### src/rtl/mem_arbiter16.sv
// mem_arbiter16: shares one single-port 16-bit RAM between fetch and data ports, data-first with a one-entry holding slot.
// Optional anti-starvation for fetch is compiled in with `define MEM_ARBITER16_FAIRNESS_EN.
module mem_arbiter16 #(
    parameter int STARVE_LIMIT = 4
) (
    input  logic        clk,
    input  logic        reset,
    input  logic [15:0] ins_rd_addr,
    input  logic        ins_rd_req,
    output logic [15:0] ins_rd_data,
    output logic        ins_rd_rdy,
    input  logic [15:0] dat_rw_addr,
    input  logic [15:0] dat_wr_data,
    input  logic        dat_rd_req,
    input  logic        dat_wr_req,
    output logic [15:0] dat_rd_data,
    output logic        dat_rd_rdy,
    output logic        dat_wr_rdy,
    output logic        err,
    output logic [15:0] mem_addr,
    output logic [15:0] mem_wr_data,
    output logic        mem_rd_en,
    output logic        mem_wr_en,
    input  logic [15:0] mem_rd_data
);
`ifdef MEM_ARBITER16_FAIRNESS_EN
    localparam logic FAIR = 1'b1;
`else
    localparam logic FAIR = 1'b0;
`endif
    typedef enum logic [1:0] {NONE, INS, DRD, DWR} tag_t;
    tag_t        tag_q, tag_d;
    logic        slot_v_q, slot_v_d, slot_wr_q, slot_wr_d, err_q, err_d;
    logic [15:0] slot_addr_q, slot_addr_d, slot_wdata_q, slot_wdata_d;
    logic [3:0]  starve_q, starve_d;
    logic        new_req, cand_v, cand_wr, force_ins, grant_ins, grant_dat, overflow, load;
    logic [15:0] cand_addr, cand_wdata;
    always_comb begin
        new_req = dat_rd_req | dat_wr_req;
        cand_v = slot_v_q | new_req;
        cand_wr = slot_v_q ? slot_wr_q : dat_wr_req;
        cand_addr = slot_v_q ? slot_addr_q : dat_rw_addr;
        cand_wdata = slot_v_q ? slot_wdata_q : dat_wr_data;
        force_ins = FAIR && ins_rd_req && starve_q == 4'(STARVE_LIMIT);
        grant_ins = !reset && ins_rd_req && (!cand_v || force_ins);
        grant_dat = !reset && cand_v && !grant_ins;
        // A full slot that is not issuing cannot take the new request; it is lost.
        overflow = new_req && slot_v_q && !grant_dat;
        load = new_req && !(grant_dat && !slot_v_q) && !overflow;
        slot_v_d = load || (slot_v_q && !grant_dat);
        slot_wr_d = load ? dat_wr_req : slot_wr_q;
        slot_addr_d = load ? dat_rw_addr : slot_addr_q;
        slot_wdata_d = load ? dat_wr_data : slot_wdata_q;
        err_d = err_q || overflow || (dat_rd_req && dat_wr_req);
        starve_d = (!FAIR || !ins_rd_req || grant_ins) ? 4'd0 : starve_q + 4'd1;
        tag_d = grant_ins ? INS : !grant_dat ? NONE : cand_wr ? DWR : DRD;
        mem_rd_en = grant_ins || (grant_dat && !cand_wr);
        mem_wr_en = grant_dat && cand_wr;
        mem_addr = grant_ins ? ins_rd_addr : grant_dat ? cand_addr : 16'h0;
        mem_wr_data = mem_wr_en ? cand_wdata : 16'h0;
        ins_rd_rdy = !reset && tag_q == INS;
        dat_rd_rdy = !reset && tag_q == DRD;
        dat_wr_rdy = !reset && tag_q == DWR;
        ins_rd_data = mem_rd_data;
        dat_rd_data = mem_rd_data;
        err = err_q;
    end
    always_ff @(posedge clk) begin
        if (reset) begin
            tag_q <= NONE;
            slot_v_q <= 1'b0;
            starve_q <= 4'd0;
            err_q <= 1'b0;
        end else begin
            tag_q <= tag_d;
            slot_v_q <= slot_v_d;
            starve_q <= starve_d;
            err_q <= err_d;
        end
        slot_wr_q <= slot_wr_d;
        slot_addr_q <= slot_addr_d;
        slot_wdata_q <= slot_wdata_d;
    end
endmodule

### config.mk
export PLATFORM = sky130hd
export DESIGN_NAME = mem_arbiter16
export DESIGN_NICKNAME = d
export VERILOG_FILES = /design/src/rtl/mem_arbiter16.sv
export SDC_FILE = /design/constraint.sdc
export NUM_CORES = 1
export LEC_CHECK = 0
export ABC_AREA = 0
export CORE_UTILIZATION = 35
export DETAILED_ROUTE_END_ITERATION = 12
export GPL_TIMING_DRIVEN = 0
export PLACE_DENSITY = 0.8
export SLEW_MARGIN = 20
export SYNTH_ARGS = -nofsm -noshare
export SYNTH_HDL_FRONTEND = slang
export SYNTH_SLANG_ARGS = --single-unit
### constraint.sdc
create_clock -name clk -period 3.27 [get_ports clk]
set_clock_uncertainty 0.05 [all_clocks]
set_input_delay 0.8175 -clock clk [delete_from_list [all_inputs] [get_ports clk]]
set_output_delay 0.8175 -clock clk [all_outputs]
set_load 0.005 [all_outputs]
# --- After elaboration in Yosys (flattened, before gate mapping) ---
# Cells that the tools add are included.
word_totals:
  ff_bits: 37
  output_inout_bits: 70
  wordCells: 51
op_classes:
  n_eq_ne: 3
  mux: 9
  bitwise_logic: 3
  reduce_logical: 29
op_table:
  columns: ["operator", "n"]
  rows:
  - ["$mux 16", 5]
  - ["$logic_and 1x1->1", 16]
  - ["$logic_not 1->1", 8]
  - ["$eq 2x2->1 const B", 2]
  - ["$logic_or 1x1->1", 4]
  - ["$mux 1", 4]
  - ["$reduce_or 3->1", 1]
  - ["$eq 2x1->1 const B", 1]
  - ["$or 1x1->1", 2]
  - ["$not 1->1", 1]

# --- Longest topological paths before layout ---
# Gate-level depths: netlist (run 1).
logic_depth:
  ltp_word: 11
  ltp_mapped: 6
  mapped_depth_nobuf: 4

# --- Worst setup path before layout (run 1) ---
# OpenSTA, ideal clock, no wires.
synth_timing:
  path_kind: "input to register"
  from: "input reset"
  to: "register slot_addr_q[0] (enable)"
  setup_ns: 0.423
  arrival_time_ns: 2.495
  path_slack_ns: 0.302
  stages: 3
  path_buffers: 1
  path_cell_list: "buf_2 -> xnor2_1 -> nor2_1"
synth_between:
  elab_chain_cells: 9
synth_lines:
  columns: ["item", "line", "source"]
  rows:
  - ["start: declaration", "7", "input logic reset,"]
  - ["$logic_not 1->1 *", "45, 46", null]
  - ["$logic_and 1x1->1 (2 in series)", "45", "grant_ins = !reset && ins_rd_req && (!cand_v || force_ins);"]
  - ["$logic_not 1->1", "46", "grant_dat = !reset && cand_v && !grant_ins;"]
  - ["$logic_and 1x1->1 *", "46", null]
  - ["$logic_and 1x1->1 / $logic_not 1->1 (equally long branches)", null, null]
  - ["$logic_not 1->1 / $logic_and 1x1->1 (equally long branches)", "49, 48", null]
  - ["$logic_and 1x1->1 / $logic_not 1->1 (equally long branches)", "49", "load = new_req && !(grant_dat && !slot_v_q) && !overflow;"]
  - ["$logic_and 1x1->1 *", "49", null]
  - ["net load", "36", "logic new_req, cand_v, cand_wr, force_ins, grant_ins, grant_dat, overflow, load;"]
  - ["end signal: assignment", "81", "slot_addr_q <= slot_addr_d;"]
  - ["end: declaration", "34", "logic [15:0] slot_addr_q, slot_addr_d, slot_wdata_q, slot_wdata_d;"]
# The timed path passes the listed nets; every way through them passes the cells marked *.
# A chain may end at the register's enable or synchronous reset.

# --- Worst setup path in the final report (run 1) ---
layout_timing:
  from: "input dat_wr_req"
  to: "output mem_wr_data[10]"
layout_between:
  elab_chain_cells: 8
layout_lines:
  columns: ["item", "line", "source"]
  rows:
  - ["start: declaration", "15", "input logic dat_wr_req,"]
  - ["$or 1x1->1", "39", "new_req = dat_rd_req | dat_wr_req;"]
  - ["$or 1x1->1", "40", "cand_v = slot_v_q | new_req;"]
  - ["$logic_not 1->1", "45", null]
  - ["$logic_and 1x1->1", "45", null]
  - ["$logic_not 1->1", "46", null]
  - ["$logic_and 1x1->1", "46", null]
  - ["$logic_and 1x1->1 *", "58", "mem_wr_en = grant_dat && cand_wr;"]
  - ["$mux 16 *", "60", "mem_wr_data = mem_wr_en ? cand_wdata : 16'h0;"]
  - ["end: declaration", "21", "output logic [15:0] mem_wr_data,"]
# Mark *: on every way between the ends. The rest lies on a longest branch, timed or not.

==> flow_metrics.tcl, run 1 <==
set metrics [dict create \
    status "completed" \
    syn_inst 162 \
    final_hold_viol_count 0 \
    synth_nets 231 \
    slowest_stage "clkdlybuf4s50_1" \
    clk_path_buf_depth 2 \
    worstPathMaxFanout 10 \
    path_delay_family "buffers and inverters" \
    h-tree-depth 2 \
    wirelength_mm 5.120 \
    synth_top_area_share_pct 48.98 \
    yosys.area.top_type "edfxtp_1" \
    cts_tree "done" \
    whs_endpoint "err" \
    fp.dieArea_mm2 0.006089 \
    clkPwrFrac_pct 26.8 \
    grt_max_degree 22 \
    crit_chain "clkdlybuf4s15_2, mux2i_2, or2_1, buf_4, buf_6, nor2_1, clkdlybuf4s50_1" \
    vias 1682 \
    worstSetupPathType "input port to output pin" \
    place_hpwl_mm 3.969 \
    yosys_warnings 0 \
    fin_area_mm2 0.003480 \
    syn_to_final_growth_pct 71.99 \
    max_stage_delay_ns 0.52 \
    synth_edf_count 33 \
    rr_worst_depth 5 \
    worstPathBufferInverterCount 4 \
    seqCellArea_mm2 0.001071 \
    grt.overflow.total 0 \
    maxSlewViolCount 0 \
    fmax_ghz 0.3143 \
    hold_path_depth 2 \
    critPathCaptureType "output pin" \
    drt_iter0_drc 38 \
    final_common_cell "clkdlybuf4s50_1" \
    rsz0062_at_grt "no" \
    worstMarginPinSlew_ns 0.4580 \
    max-slew-margin-rel_pct 69.39 \
    drive_gt1_share_pct 18.77 \
    rr_endpoint "slot_addr_q[2]" \
    leakage_nw 1.350 \
    critPathLaunchType "input port" \
    vdd_drop_max_uv 290.1 \
    io_pins 139 \
    netlist_area_mm2 0.002023 \
    diodes 0 \
    wl_per_cell_um 14.03 \
    cp-startpoint "dat_wr_req" \
    combPwrFrac_pct 22.3 \
    nFillCells 467 \
    async_reset_ff_share_pct 0 \
    grt_pass1_vias 1877 \
    preCtsSetupSlack_ns -0.3018 \
    dpl-instance-area_mm2 0.003359 \
    clock-sinks 37 \
    numPortBuffers 121 \
    insertion_delay_ns 0.28 \
    dieWidth_um 78.03 \
    die_y_um 78.03 \
    drc 0 \
    track_usage_pct 17.39 \
    first_pass_iters 4 \
    synth_cell_type_count 17 \
    regToRegStartpoint "slot_v_q" \
    hold_class "register to register" \
    worst_slack_ns 0.08870 \
    cts_buffers 5 \
    reg2reg_slack_ns 1.38 \
    syn_avg_cell_area_um2 12.49 \
    synth-seq-area-share_pct 52.94 \
    setup_tns_ns 0 \
    powerDensity_mw_per_mm2 322.3 \
    via_per_inst 4.608 \
    grt_pass1_wl_mm 8.204 \
    ys.flop_type "edfxtp_1" \
    crit_required_ns 2.40 \
    antenna_found_initial 0 \
    finalCritPeriodShare_pct 97.29 \
    final_core_utilization_pct 62.80 \
    start_util_pct 36.52 \
    ant_nets 0 \
    dp_cells 356 \
    critPathArrivalTime_ns 2.31 \
    synth_seq_cells 37 \
    p_int_mw 0.8773 \
    clk_pin_slew_ns 0.06 \
    gp_congestion 0.6812 \
    rows 27 \
    fin_crit_ns 3.181 \
    p_sw_share_pct 21.76 \
    stdcell_count 365 \
    synth_area_leaders "edfxtp_1 (49%), mux2i_1 (16%), buf_4 (12%)" \
    switchingPower_mw 0.2441 \
    power_frac_seq_pct 50.8 \
    fin_nets 361 \
    hold_path.startpoint "err" \
    holdWs_ns 0.4548 \
    cap_violations 0 \
    multi_input_area_um2 646.9 \
    setup_viol 0 \
    layout_common_cells "clkdlybuf4s50_1 (102), buf_4 (34), edfxtp_1 (33)" \
    coreArea_mm2 0.005540 \
    cts-root-buf "clkbuf_8" \
    power.total_mw 1.121 \
]
-- power groups by stage --
stage / Clock, mW / Sequential (mW) / Combinational, mW
4_1_cts: 0.310 / 0.570 / 0.254
3_3_place_gp: 0 / 0.579 / 0.245
3_5_place_dp: 0 / 0.580 / 0.257
6_report: 0.301 / 0.570 / 0.251
5_1_grt: 0.333 / 0.573 / 0.269
2_1_floorplan: 0 / 0.576 / 0.0845
-- cell usage after synthesis (2+ instances only) --
cell and n:
edfxtp_1 33, or2_1 2, and3b_1 2, buf_4 33, mux2i_1 33, nor3b_1 3, dfxtp_1 4, buf_2 7
nor2_1 19, buf_6 3, inv_1 2, o2bb2ai_1 16
-- what timing repair did --
action	4_1_cts	5_1_grt
buffers inserted	2	0
cloned	0	0
resized for setup	24	6
hold buffers	0	0
setup endpoints to repair	34	11
-- flip-flops by register name, summed over array words and instances (netlist names) --
register / flops
slot_addr_q: 16
slot_wdata_q: 16
tag_q: 2
err: 1
slot_v_q: 1
slot_wr_q: 1
-- final cells by class --
cell class,instances,area share (%)
Tap cell,72,2.589
Clock buffer,7,2.193
Clock inverter,1,0.1079
Timing Repair Buffer,124,36.10
Sequential cell,37,30.78
Buffer,42,9.421
Inverter,2,0.2157
Multi-Input combinational cell,80,18.59
-- worst register-to-register path, cell delays in order, from the launching register on --
cell	delay, ns
dfxtp_1	0.33
buf_6	0.15
buf_2	0.29
xnor2_1	0.16
nor2_4	0.39
buf_16	0.23
-- routing by layer --
layer,up-vias,global-route usage (%),share of wire (%)
met5,-,0,0
met4,0,6.296,1.6
met3,10,5.116,8.3
met2,77,33.27,53
met1,775,17.78,37
li1,820,-,-
-- worst max path at each step --
stage / to / slack, ns / depth (start not counted)
after floorplan: slot_addr_q[0] / 0.30 / 3
after global placement: slot_addr_q[11] / -0.70 / 3
after detailed placement: mem_addr[5] / -0.30 / 7
after CTS: mem_addr[0] / 0.008 / 6
after global routing: mem_wr_data[10] / 0.01 / 7
final: mem_wr_data[10] / 0.09 / 7
-- cell families (layout without fill, tap and decap cells) --
logic type      after synthesis  after routing  share of synthesized area [%]
simple gates                 27             27                          6.370
compound gates               19             19                          7.916
mux                          33             33                          16.33
xor+xnor                      1              1                         0.4330
buf+inv                      45            176                          16.02
flops                        37             37                          52.94
No activity file was read; power rests on OpenSTA's default activity.
==> run 2, diff against run 1 <==
Settings changed: PLACE_DENSITY 0.8 to 0.84.
==> run 2 against run 1 <==
Routed wire length fell by 2.1%. Die area did not move. Via count fell by 0.24%. Critical path depth fell by 2. Cell count fell by 0.55%. Critical path type unchanged. Critical endpoint is now mem_addr[4]. Largest power group unchanged.
==> flow_metrics.tcl, run 2 (synthesis gave the netlist of run 1 again) <==
set metrics [dict create \
    fin_nets 359 \
    gp_congestion 0.6893 \
    final_hold_viol_count 0 \
    wl_per_cell_um 13.80 \
    rsz0062_at_grt "no" \
    grt_max_degree 18 \
    wirelength_mm 5.011 \
    place_hpwl_mm 3.827 \
    insertion_delay_ns 0.29 \
    fin_crit_ns 3.104 \
    critPathLaunchType "input port" \
    power.total_mw 1.205 \
    final_core_utilization_pct 62.83 \
    grt.overflow.total 0 \
    finalCritPeriodShare_pct 94.91 \
    crit_required_ns 2.40 \
    critPathCaptureType "output pin" \
    worst_slack_ns 0.1664 \
    holdWs_ns 0.4318 \
    critPathArrivalTime_ns 2.24 \
    rows 27 \
    track_usage_pct 17.07 \
    diodes 0 \
    fmax_ghz 0.3222 \
    hold_class "register to register" \
    stdcell_count 363 \
    ant_nets 0 \
    coreArea_mm2 0.005540 \
    fp.dieArea_mm2 0.006089 \
    dieWidth_um 78.03 \
    cts_tree "done" \
    worstSetupPathType "input port to output pin" \
    grt_pass1_wl_mm 8.052 \
    numPortBuffers 121 \
    antenna_found_initial 0 \
    final_common_cell "clkdlybuf4s50_1" \
    powerDensity_mw_per_mm2 346.2 \
    h-tree-depth 2 \
    clk_pin_slew_ns 0.08 \
    via_per_inst 4.623 \
    clk_path_buf_depth 2 \
    clock-sinks 37 \
    start_util_pct 36.52 \
    die_y_um 78.03 \
    dp_cells 356 \
    grt_pass1_vias 1665 \
    layout_common_cells "clkdlybuf4s50_1 (105), mux2i_1 (33), edfxtp_1 (33)" \
    fin_area_mm2 0.003481 \
    worstPathMaxFanout 9 \
    first_pass_iters 3 \
    drc 0 \
    setup_tns_ns 0 \
    vdd_drop_max_uv 222.0 \
    max-slew-margin-rel_pct 60.28 \
    drt_iter0_drc 55 \
    dpl-instance-area_mm2 0.003359 \
    worstMarginPinSlew_ns 0.5944 \
    vias 1678 \
    setup_viol 0 \
    status "completed" \
    reg.largest.list "slot_addr_q (16), slot_wdata_q (16), tag_q (2)" \
    syn_to_final_growth_pct 72.05 \
    cts_hold_buffers 0 \
    cts-root-buf "clkbuf_8" \
    maxSlewViolCount 0 \
    leakage_nw 1.353 \
    io_pins 139 \
    drive_gt1_share_pct 18.56 \
    cts_buffers 5 \
    preCtsSetupSlack_ns -0.3340 \
    cap_violations 0 \
]
run 2: path summary, 6_finish.rpt:
| kind | start | end | slack, ns | cells past startpoint |
|---|---|---|---|---|
| hold / removal | err | err | 0.43 | 2 |
| hold reg to reg | err | err | 0.43 | 2 |
| setup / recovery | ins_rd_req | mem_addr[4] | 0.17 | 5 |
| setup reg to reg | slot_v_q | slot_wdata_q[0] | 1.28 | 5 |
run 2: power by group:
group | switching (mW) | internal [mW] | total (mW)
Clock | 0.162 | 0.224 | 0.386
Combinational | 0.0786 | 0.171 | 0.249
Sequential | 0.0120 | 0.558 | 0.570
run 2: critical path, cell delays in order:
cell	delay, ns
clkdlybuf4s50_1	0.45
and3b_1	0.17
buf_6	0.14
o2bb2ai_1	0.12
clkdlybuf4s50_1	0.54
run 2: metal layers:
layer,part of all wire (%),global-route usage (%),routed length (um)
met3,7.8,5.465,389
met1,39,19.35,1932
met2,53,31.06,2648
met4,0.82,4.074,41
met5,0,0,0
run 2: what timing repair did:
action                                  in CTS  in global routing
gates resized for setup                     18                  6
pin swaps                                    0                  0
endpoints found under the setup margin      34                 17
buffers inserted                             0                  0
run 2: cell type report:
| class | count | area, um^2 |
|---|---|---|
| buffer | 42 | 325.3 |
| clock buffer | 5 | 68.82 |
| clock inverter | 3 | 41.29 |
| fill | 458 | 2059 |
| inverter | 2 | 7.507 |
| multi-input combinational | 80 | 643.1 |
| sequential | 37 | 1071 |
| tap | 72 | 90.09 |
| timing repair buffer | 122 | 1234 |
==> run 3, diff against run 2 <==
Settings changed: SLEW_MARGIN 20 to 30.
==> results of run 3 <==
No change in the layout: final DEF, timing and power equal those of run 2.
